### src/rtl/mem_access_unit.sv
// mem_access_unit
// Data-memory access stage between execute and writeback. A load or store
// becomes a single 64-bit request/ack transaction on the data bus. The core is
// stalled for the whole access. Load data is shifted down to its byte lane and
// then zero- or sign-extended. Store data is replicated across every byte lane,
// and the byte strobes select the lanes that are written.
//
// Ports
//   clk, reset              clock; synchronous active-high reset
//   mem_read, mem_write     load / store request levels from control
//   mem_size, mem_signed    access size (byte/half/word/dword), sign-extend loads
//   address, write_data     byte address from the ALU, store data from the register file
//   read_data               extended load data, valid with access_done, then held
//   stall                   holds the PC and pipeline while an access is in flight
//   access_done             one-cycle pulse when the access ends (ok or error)
//   misaligned              one-cycle pulse for an unaligned request (no bus access)
//   bus_error               valid with access_done: timeout or read+write together
//   bus_req/we/addr/wdata/wstrb   data-bus request side, driven only while in BUS
//   bus_rdata, bus_ack      data-bus response side
module mem_access_unit #(
    parameter int WORD_W      = 64,
    parameter int TIMEOUT_CYC = 255
) (
    input  logic              clk,
    input  logic              reset,
    input  logic              mem_read,
    input  logic              mem_write,
    input  logic [1:0]        mem_size,
    input  logic              mem_signed,
    input  logic [WORD_W-1:0] address,
    input  logic [WORD_W-1:0] write_data,
    output logic [WORD_W-1:0] read_data,
    output logic              stall,
    output logic              access_done,
    output logic              misaligned,
    output logic              bus_error,
    output logic              bus_req,
    output logic              bus_we,
    output logic [WORD_W-1:0] bus_addr,
    output logic [WORD_W-1:0] bus_wdata,
    output logic [7:0]        bus_wstrb,
    input  logic [WORD_W-1:0] bus_rdata,
    input  logic              bus_ack
);

    localparam int CNT_W = $clog2(TIMEOUT_CYC + 1);

    typedef enum logic [1:0] {
        ST_IDLE = 2'd0,
        ST_BUS  = 2'd1,
        ST_DONE = 2'd2
    } state_t;

    state_t              state_r, state_s;
    logic [WORD_W-1:0]   addr_r, wdata_r, read_data_r;
    logic [1:0]          size_r;
    logic                signed_r, we_r, bus_error_r;
    logic [CNT_W-1:0]    cnt_r;
    logic                aligned_s, start_s, capture_s, timeout_s, err_both_s;
    logic                stall_s, misaligned_s, in_bus_s;

    // Shift the addressed lane down to bit 0, then extend it to the full word.
    function automatic logic [63:0] load_extract(input logic [63:0] rdata,
                                                 input logic [2:0]  off,
                                                 input logic [1:0]  size,
                                                 input logic        sgn);
        logic [63:0] lane;
        lane = rdata >> {off, 3'b000};
        case (size)
            2'b00:   load_extract = sgn ? {{56{lane[7]}},  lane[7:0]}  : {56'd0, lane[7:0]};
            2'b01:   load_extract = sgn ? {{48{lane[15]}}, lane[15:0]} : {48'd0, lane[15:0]};
            2'b10:   load_extract = sgn ? {{32{lane[31]}}, lane[31:0]} : {32'd0, lane[31:0]};
            default: load_extract = lane;
        endcase
    endfunction

    // Replicate the low bytes of the store data across all lanes.
    function automatic logic [63:0] store_replicate(input logic [63:0] wd,
                                                    input logic [1:0]  size);
        case (size)
            2'b00:   store_replicate = {8{wd[7:0]}};
            2'b01:   store_replicate = {4{wd[15:0]}};
            2'b10:   store_replicate = {2{wd[31:0]}};
            default: store_replicate = wd;
        endcase
    endfunction

    // Byte enables for the addressed lane(s).
    function automatic logic [7:0] store_strobe(input logic [2:0] off,
                                                input logic [1:0] size);
        case (size)
            2'b00:   store_strobe = 8'h01 << off;
            2'b01:   store_strobe = 8'h03 << off;
            2'b10:   store_strobe = 8'h0F << off;
            default: store_strobe = 8'hFF;
        endcase
    endfunction

    // Alignment check on the live request.
    always_comb begin
        aligned_s = 1'b0;
        case (mem_size)
            2'b00:   aligned_s = 1'b1;
            2'b01:   aligned_s = (address[0] == 1'b0);
            2'b10:   aligned_s = (address[1:0] == 2'b00);
            2'b11:   aligned_s = (address[2:0] == 3'b000);
            default: aligned_s = 1'b0;
        endcase
    end

    // Next-state logic and per-state control strobes.
    always_comb begin
        state_s      = state_r;
        stall_s      = 1'b0;
        misaligned_s = 1'b0;
        start_s      = 1'b0;
        capture_s    = 1'b0;
        timeout_s    = 1'b0;
        err_both_s   = 1'b0;
        case (state_r)
            ST_IDLE: begin
                if (mem_read && mem_write) begin
                    // A conflicting request is not sent to the bus; it reports an error.
                    err_both_s = 1'b1;
                    state_s    = ST_DONE;
                end else if ((mem_read || mem_write) && aligned_s) begin
                    stall_s = 1'b1;
                    start_s = 1'b1;
                    state_s = ST_BUS;
                end else if (mem_read || mem_write) begin
                    misaligned_s = 1'b1;
                end else begin
                    state_s = ST_IDLE;
                end
            end
            ST_BUS: begin
                stall_s = 1'b1;
                // If ack arrives in the last allowed cycle, the ack wins over the timeout.
                if (bus_ack) begin
                    capture_s = 1'b1;
                    state_s   = ST_DONE;
                end else if (cnt_r == CNT_W'(TIMEOUT_CYC - 1)) begin
                    timeout_s = 1'b1;
                    state_s   = ST_DONE;
                end else begin
                    state_s = ST_BUS;
                end
            end
            ST_DONE: begin
                state_s = ST_IDLE;
            end
            default: begin
                state_s = ST_IDLE;
            end
        endcase
    end

    // State register, latched request, timeout counter and result registers.
    always_ff @(posedge clk) begin
        if (reset) begin
            state_r     <= ST_IDLE;
            addr_r      <= '0;
            wdata_r     <= '0;
            size_r      <= 2'b00;
            signed_r    <= 1'b0;
            we_r        <= 1'b0;
            cnt_r       <= '0;
            read_data_r <= '0;
            bus_error_r <= 1'b0;
        end else begin
            state_r <= state_s;
            if (start_s) begin
                addr_r      <= address;
                wdata_r     <= write_data;
                size_r      <= mem_size;
                signed_r    <= mem_signed;
                we_r        <= mem_write;
                cnt_r       <= '0;
                bus_error_r <= 1'b0;
            end else if (state_r == ST_BUS) begin
                cnt_r <= cnt_r + CNT_W'(1);
            end else begin
                cnt_r <= cnt_r;
            end
            if (capture_s) begin
                read_data_r <= load_extract(bus_rdata, addr_r[2:0], size_r, signed_r);
                bus_error_r <= 1'b0;
            end else if (timeout_s || err_both_s) begin
                read_data_r <= '0;
                bus_error_r <= 1'b1;
            end else begin
                read_data_r <= read_data_r;
            end
        end
    end

    assign in_bus_s    = (state_r == ST_BUS);
    assign stall       = stall_s;
    assign misaligned  = misaligned_s;
    assign access_done = (state_r == ST_DONE);
    assign read_data   = read_data_r;
    assign bus_error   = bus_error_r;
    assign bus_req     = in_bus_s;
    assign bus_we      = in_bus_s & we_r;
    assign bus_addr    = in_bus_s ? {addr_r[WORD_W-1:3], 3'b000} : '0;
    assign bus_wdata   = (in_bus_s && we_r) ? store_replicate(wdata_r, size_r) : '0;
    assign bus_wstrb   = (in_bus_s && we_r) ? store_strobe(addr_r[2:0], size_r) : 8'h00;

endmodule
### config.mk
export PLATFORM = sky130hd
export DESIGN_NAME = mem_access_unit
export DESIGN_NICKNAME = d
export VERILOG_FILES = /design/src/rtl/mem_access_unit.sv
export SDC_FILE = /design/constraint.sdc
export NUM_CORES = 1
export LEC_CHECK = 0
export CAP_MARGIN = 20
export CORE_AREA = 2 2 157 159
export CTS_BUF_LIST = sky130_fd_sc_hd__clkbuf_2 sky130_fd_sc_hd__clkbuf_4 sky130_fd_sc_hd__clkbuf_8
export CTS_CLUSTER_SIZE = 28
export DETAILED_ROUTE_END_ITERATION = 6
export DIE_AREA = 0 0 159 161
export DONT_BUFFER_PORTS = 1
export PLACE_DENSITY = 0.68
export SLEW_MARGIN = 10
export SYNTH_ARGS = -nofsm -noshare
export SYNTH_HDL_FRONTEND = slang
export SYNTH_SLANG_ARGS = --single-unit
export TNS_END_PERCENT = 50
### constraint.sdc
create_clock -name clk -period 4.4 [get_ports clk]
set_clock_uncertainty 0.05 [all_clocks]
set_input_delay 0.44 -clock clk [delete_from_list [all_inputs] [get_ports clk]]
set_output_delay 0.44 -clock clk [all_outputs]
set_load 0.02 [all_outputs]
==> metrics.txt, run 1 <==
gate count after technology mapping 1384; largest net degree at the start of global routing 143; WL final 39.2 mm; Critical Path, Cell by Cell inv_1, ha_1, or2_2, nor2b_1, a22oi_1, nor2_1; worst vdd ir 0.000309 V; EDFF count, synth 0; drt drc 0; Sw Pwr 1300 µW; Flop pwr share 0.444; RSZ-0062 raised after global routing no; post-synth top area cell dfxtp_1; number of global-route vias before repair 10200; Fin. Hold Viols 0; worst min-delay path class in -> reg; first-pass GRT wire length 59.1 mm; Fillers 2257; Leak 0.00457 µW; Switching Share 0.280; CTS tree done; R2R Path End addr_r[21]; fin crit period 3.37 ns; Slew @ Worst Pin 1.02 ns; number of port buffers 0; First-pass DRT Iterations 6; clock share of power 0.406; Unique masters post-synth 51; Post-Syn Area 10900 µm²; Place WS 1.50 ns; top cells by area, synth dfxtp_1, nand2_1, a21oi_1, mux2i_1, and2_1; Die Area 25600 µm²; post-synthesis async set-or-reset flop share 0; post-CTS setup buffers 0; crit start category flip-flop; Comb pwr share 0.150; die width 159 µm; nets 1647; Post-synth top cells nand2_1, a21oi_1, dfxtp_1, nor2_1, clkbuf_1; Crit-path slowest cell nor2b_1; Pint 3330 µW; Worst setup EP type output pin; cell with the most instances after synthesis nand2_1; Routed Antenna Nets 0; placed wire-length estimate 26.2 mm; DRT iter0 DRCs 1034; WHS 0.0330 ns; CTS sink count 207; P&R area growth vs syn 18.3%; post-cts hold buffer count 126; hold_sp address[2]; Avg Cell Area, Syn 7.88 µm²; vias 10800; Synth Register Bits 207; Starting Density 0.455; io pins 406; worst setup margin 1.03 ns; number of H-tree levels 2; Die H 161 µm; Max Fanout on Critical Path 13; Clk Latency, worst-skew pair 0.51 ns; R2R Setup Slk 1.26 ns; RR Startpoint state_r[0]; Core Area 24000 µm²; initial antenna violation count 2; max incr delay on CP 0.54 ns; Root Buffer clkbuf_8; Critical path origin size_r[1]; TritonCTS buffer count 38; row cnt 57; Fmax achieved 0.297 GHz; Worst Hold End addr_r[2]; share of cells above drive strength 1 0.0844; share of the clock period used by the worst path 0.766; sequential area share after synthesis 0.380; Slew Viols, Final 0; routed wire length per instance 22.0 µm; Slew headroom 0.315; via-per-instance ratio 6.07; share of the synthesized area in the top cell type 0.380; main flop type after synthesis dfxtp_1; Total Routing Usage GR 0.288; Final Util 0.539; synth warn 0; status completed; Fin Setup TNS 0 ns; Critical Path RT 3.91 ns; hold-critical path depth 2; Post-CTS Resized 0; clk buf depth 3; routability cong. 0.962; Pwr Density 359 nW/µm²; WS Path Type reg -> out; GRT overflow 0; final setup vio count 0; Pwr Total 4630 µW; clock slew at reported path FFs 0.06 ns; max-cap viol count 0; CP Data Arrival Time 2.88 ns; Worst R2R Path Depth 6
worst max-delay path, delay by kind of cell, from the launching register on:
kind | cells | cell delay, ns
and+or+nand+nor | 3 | 1.23
AOI/OAI and AO/OA | 1 | 0.16
buffers and inverters | 1 | 0.10
DFF | 1 | 0.37
adders and majority gates | 1 | 0.50
metal layers:
metal  vias to the layer above  track usage  wire length, µm
li1                       4934            -                -
met1                      5116        0.315            14100
met2                       636        0.505            19100
met3                       136        0.105             4320
met4                         2        0.126             1670
met5                         -            0               13
flip-flops by register name, summed over array words and instances (netlist names):
signal,flops
read_data,64
wdata_r,64
state_r,2
size_r,2
signed_r,1
addr_r,64
bus_error,1
cnt_r,8
we_r,1
power by group through the flow:
stage               clock network, µW  registers (µW)  logic, µW
floorplan                           0            2040        506
global placement                    0            2090        557
detailed placement                  0            2090        566
CTS                              1920            2050        683
global route                     1990            2060        760
finish                           1880            2050        696
placed cells by master (no fill, tap or decap), types with 9 or more instances in the layout:
master and n:
nand2b_1 11, mux2i_1 49, nand2_1 303, dlygate4sd3_1 125, inv_1 9, o22ai_1 11, nor2b_1 28, a2bb2oi_1 12
o21ai_0 38, clkbuf_8 43, a221o_1 24, nor3_1 19, a22oi_1 28, a32o_1 24, and2_1 69, and3_1 9
mux4_2 18, clkbuf_4 11, nor2_1 86, dfxtp_1 204, a21oi_1 207, buf_4 13
logic make-up (layout without fill, tap and decap cells):
family,after synthesis,after routing,share of synthesized area
AOI/OAI and AO/OA,398,398,0.234
xor gates and xnor gates,7,7,0.00562
adders and majority gates,9,9,0.0103
buffers and inverters,136,207,0.0563
DFF,207,207,0.380
muxes,72,72,0.0873
other,1,4,0.000344
and+or+nand+nor,554,554,0.226
worst max-delay path by stage:
stage | to | slack [ns] | cells past startpoint
6_report | bus_wdata[17] | 1.03 | 6
5_1_grt | bus_wdata[16] | 0.81 | 5
4_1_cts | bus_wdata[16] | 1.04 | 5
3_5_place_dp | read_data[56] | 1.50 | 7
3_3_place_gp | read_data[56] | 1.52 | 7
2_1_floorplan | bus_wdata[36] | 1.96 | 7
layout make-up:
type	count	area, µm²	area share
Tap cell	324	405	0.0314
Sequential cell	207	4150	0.322
Multi-Input combinational cell	1043	6190	0.479
Timing Repair Buffer	139	1380	0.107
Inverter	9	33.8	0.00262
Clock inverter	5	75.1	0.00582
Antenna cell	1	2.50	0.000194
Clock buffer	54	674	0.0523
metrics by stage:
| step | area (µm²) | cells |
|---|---|---|
| 4_1_cts | 12900 | 1781 |
| 5_1_grt | 12900 | 1782 |
| 6_report | 12900 | 1782 |
| 3_3_place_gp | 10900 | 1596 |
| 3_5_place_dp | 10900 | 1596 |
| 2_1_floorplan | 10900 | 1386 |
No activity file was read; power rests on OpenSTA's default activity.
==> run 2: changes to the inputs <==
Clock period 4.4 ns to 3.5 ns, I/O delays scaled along.
==> run 2 against run 1 <==
Clock power is 36% higher. Core utilization up 1.3 points. Sequential cell count stayed put. Sequential power up 25%. Largest power group unchanged. Highest routed layer unchanged.
==> metrics.txt, run 2 (synthesis gave the netlist of run 1 again) <==
status completed; fin crit period 3.15 ns; Fmax achieved 0.318 GHz; Worst setup EP type output pin; routed wire length per instance 21.7 µm (-1.3%); Fillers 2219 (-1.7%); Critical Path RT 3.10 ns (-0.81 ns); CTS tree done; WS Path Type reg -> out; first-pass GRT wire length 59.0 mm (about the same); CP Data Arrival Time 2.75 ns (-0.13 ns); clk buf depth 3 (unchanged); Routed Antenna Nets 0 (unchanged); Die H 161 µm (unchanged); number of global-route vias before repair 10500 (+2.6%); post-CTS setup buffers 0 (unchanged); most frequent cells in the layout nand2_1, a21oi_1, dfxtp_1; most common cell after layout, fill and taps aside nand2_1; max incr delay on CP 0.53 ns (about the same); via-per-instance ratio 5.94 (-2.2%); largest net degree at the start of global routing 144 (+0.70%); First-pass DRT Iterations 5 (-1); Root Buffer clkbuf_8; Fin Setup TNS 0 ns (unchanged); share of the clock period used by the worst path 0.899; routability cong. 0.956 (-0.64%); Max Fanout on Critical Path 11 (-2); worst vdd ir 0.000282 V (-8.8%); Slew @ Worst Pin 1.01 ns (-0.0180 ns); number of port buffers 0 (unchanged); Post-CTS Resized 0 (unchanged); initial antenna violation count 5 (+3); row cnt 57 (unchanged); RSZ-0062 raised after global routing no; worst min-delay path class in -> reg; share of cells above drive strength 1 0.0981 (+0.0137); Starting Density 0.455 (unchanged); Leak 0.00473 µW (+3.6%); io pins 406 (unchanged); clock slew at reported path FFs 0.06 ns (about the same); Clk Latency, worst-skew pair 0.54 ns (+0.03 ns); die width 159 µm (unchanged); nets 1671 (+1.5%); Die Area 25600 µm² (unchanged); Pwr Total 6020 µW (+30%); Crit-path slowest cell nor2b_1; vias 10800 (-0.36%); DRT iter0 DRCs 992 (-4.1%); Fin. Hold Viols 0 (unchanged); Total Routing Usage GR 0.289 (+0.000418); Pwr Density 455 nW/µm² (+27%); final setup vio count 0 (unchanged); Core Area 24000 µm² (unchanged); GRT overflow 0 (unchanged); number of H-tree levels 2 (unchanged); TritonCTS buffer count 38 (unchanged); drt drc 0 (unchanged); placed wire-length estimate 26.4 mm (+0.93%); Slew Viols, Final 0 (unchanged); WL final 39.4 mm (+0.50%); crit start category flip-flop; CTS sink count 207 (unchanged); Slew headroom 0.325 (+0.00995); Critical Path, Cell by Cell inv_1, ha_1, or2_2, nor2b_1, a22oi_1, nor2_1; P&R area growth vs syn 21.2%; max-cap viol count 0 (unchanged)
==> run 2: changes by cell type in the layout (fill, tap and decap cells not counted) <==
cell | previous run | this run
buf_12 | 0 | 1
buf_4 | 13 | 28
clkbuf_8 | 43 | 49
clkinvlp_4 | 0 | 1
diode_2 | 1 | 3
dlygate4sd3_1 | 125 | 133
==> run 2: worst max-delay path: cells and delay by family (launching register included) <==
kind	cells	cell delay (ns)
AND/OR/NAND/NOR	3	1.18
AO/OA/AOI/OAI	1	0.17
buffers and inverters	1	0.13
adder cells (fa/ha/maj)	1	0.39
flip-flops	1	0.36
==> run 2: what timing repair did <==
| item | 4_1_cts | 5_1_grt |
|---|---|---|
| hold buffers | 134 | 0 |
| hold endpoints to repair | 144 | 0 |
| endpoints found under the setup margin | 0 | 0 |
==> run 2: worst paths after layout <==
path	startpoint	end	slack, ns	cells past startpoint
setup / recovery	size_r[0]	bus_wdata[17]	0.35	6
hold / removal	bus_ack	state_r[0]	0.04	3
setup reg to reg	state_r[1]	addr_r[0]	0.77	6
hold reg to reg	addr_r[43]	addr_r[43]	0.40	2
==> run 2: layer usage <==
| layer | global-route usage | up-vias | wire length [µm] |
|---|---|---|---|
| li1 | - | 4986 | - |
| met1 | 0.318 | 5070 | 14400 |
| met2 | 0.497 | 596 | 19000 |
| met3 | 0.101 | 131 | 4140 |
| met4 | 0.143 | 2 | 1870 |
| met5 | 0 | - | 9 |
==> run 2: area by class of cell <==
| class | instances | area [µm²] | area share |
|---|---|---|---|
| multi-input cells | 1043 | 6190 | 0.468 |
| flip-flops and latches | 207 | 4150 | 0.314 |
| repair buffers | 163 | 1590 | 0.120 |
| clock buffers | 60 | 757 | 0.0573 |
| well taps | 324 | 405 | 0.0307 |
| clock inverters | 6 | 82.6 | 0.00625 |
| inverters | 9 | 33.8 | 0.00256 |
| diodes | 3 | 7.51 | 0.000568 |
==> run 2: power breakdown <==
group	switching [µW]	internal, µW
combinational	534	371
clock	1030	1520
sequential	102	2460
total	1670	4350
==> run 2: per-stage QoR <==
| step | setup WS [ns] | hold WS (ns) | instance area [µm²] | instances | utilization |
|---|---|---|---|---|---|
| 2_1_floorplan | 1.15 | 0.382 | 10900 | 1386 | - |
| 3_3_place_gp | 0.911 | 0.378 | 11000 | 1612 | 0.459 |
| 3_5_place_dp | 0.812 | 0.381 | 11000 | 1612 | 0.459 |
| 4_1_cts | 0.375 | 0.0154 | 13200 | 1812 | 0.551 |
| 5_1_grt | 0.117 | 0.0298 | 13200 | 1815 | 0.551 |
| 6_report | 0.353 | 0.0429 | 13200 | 1815 | 0.551 |
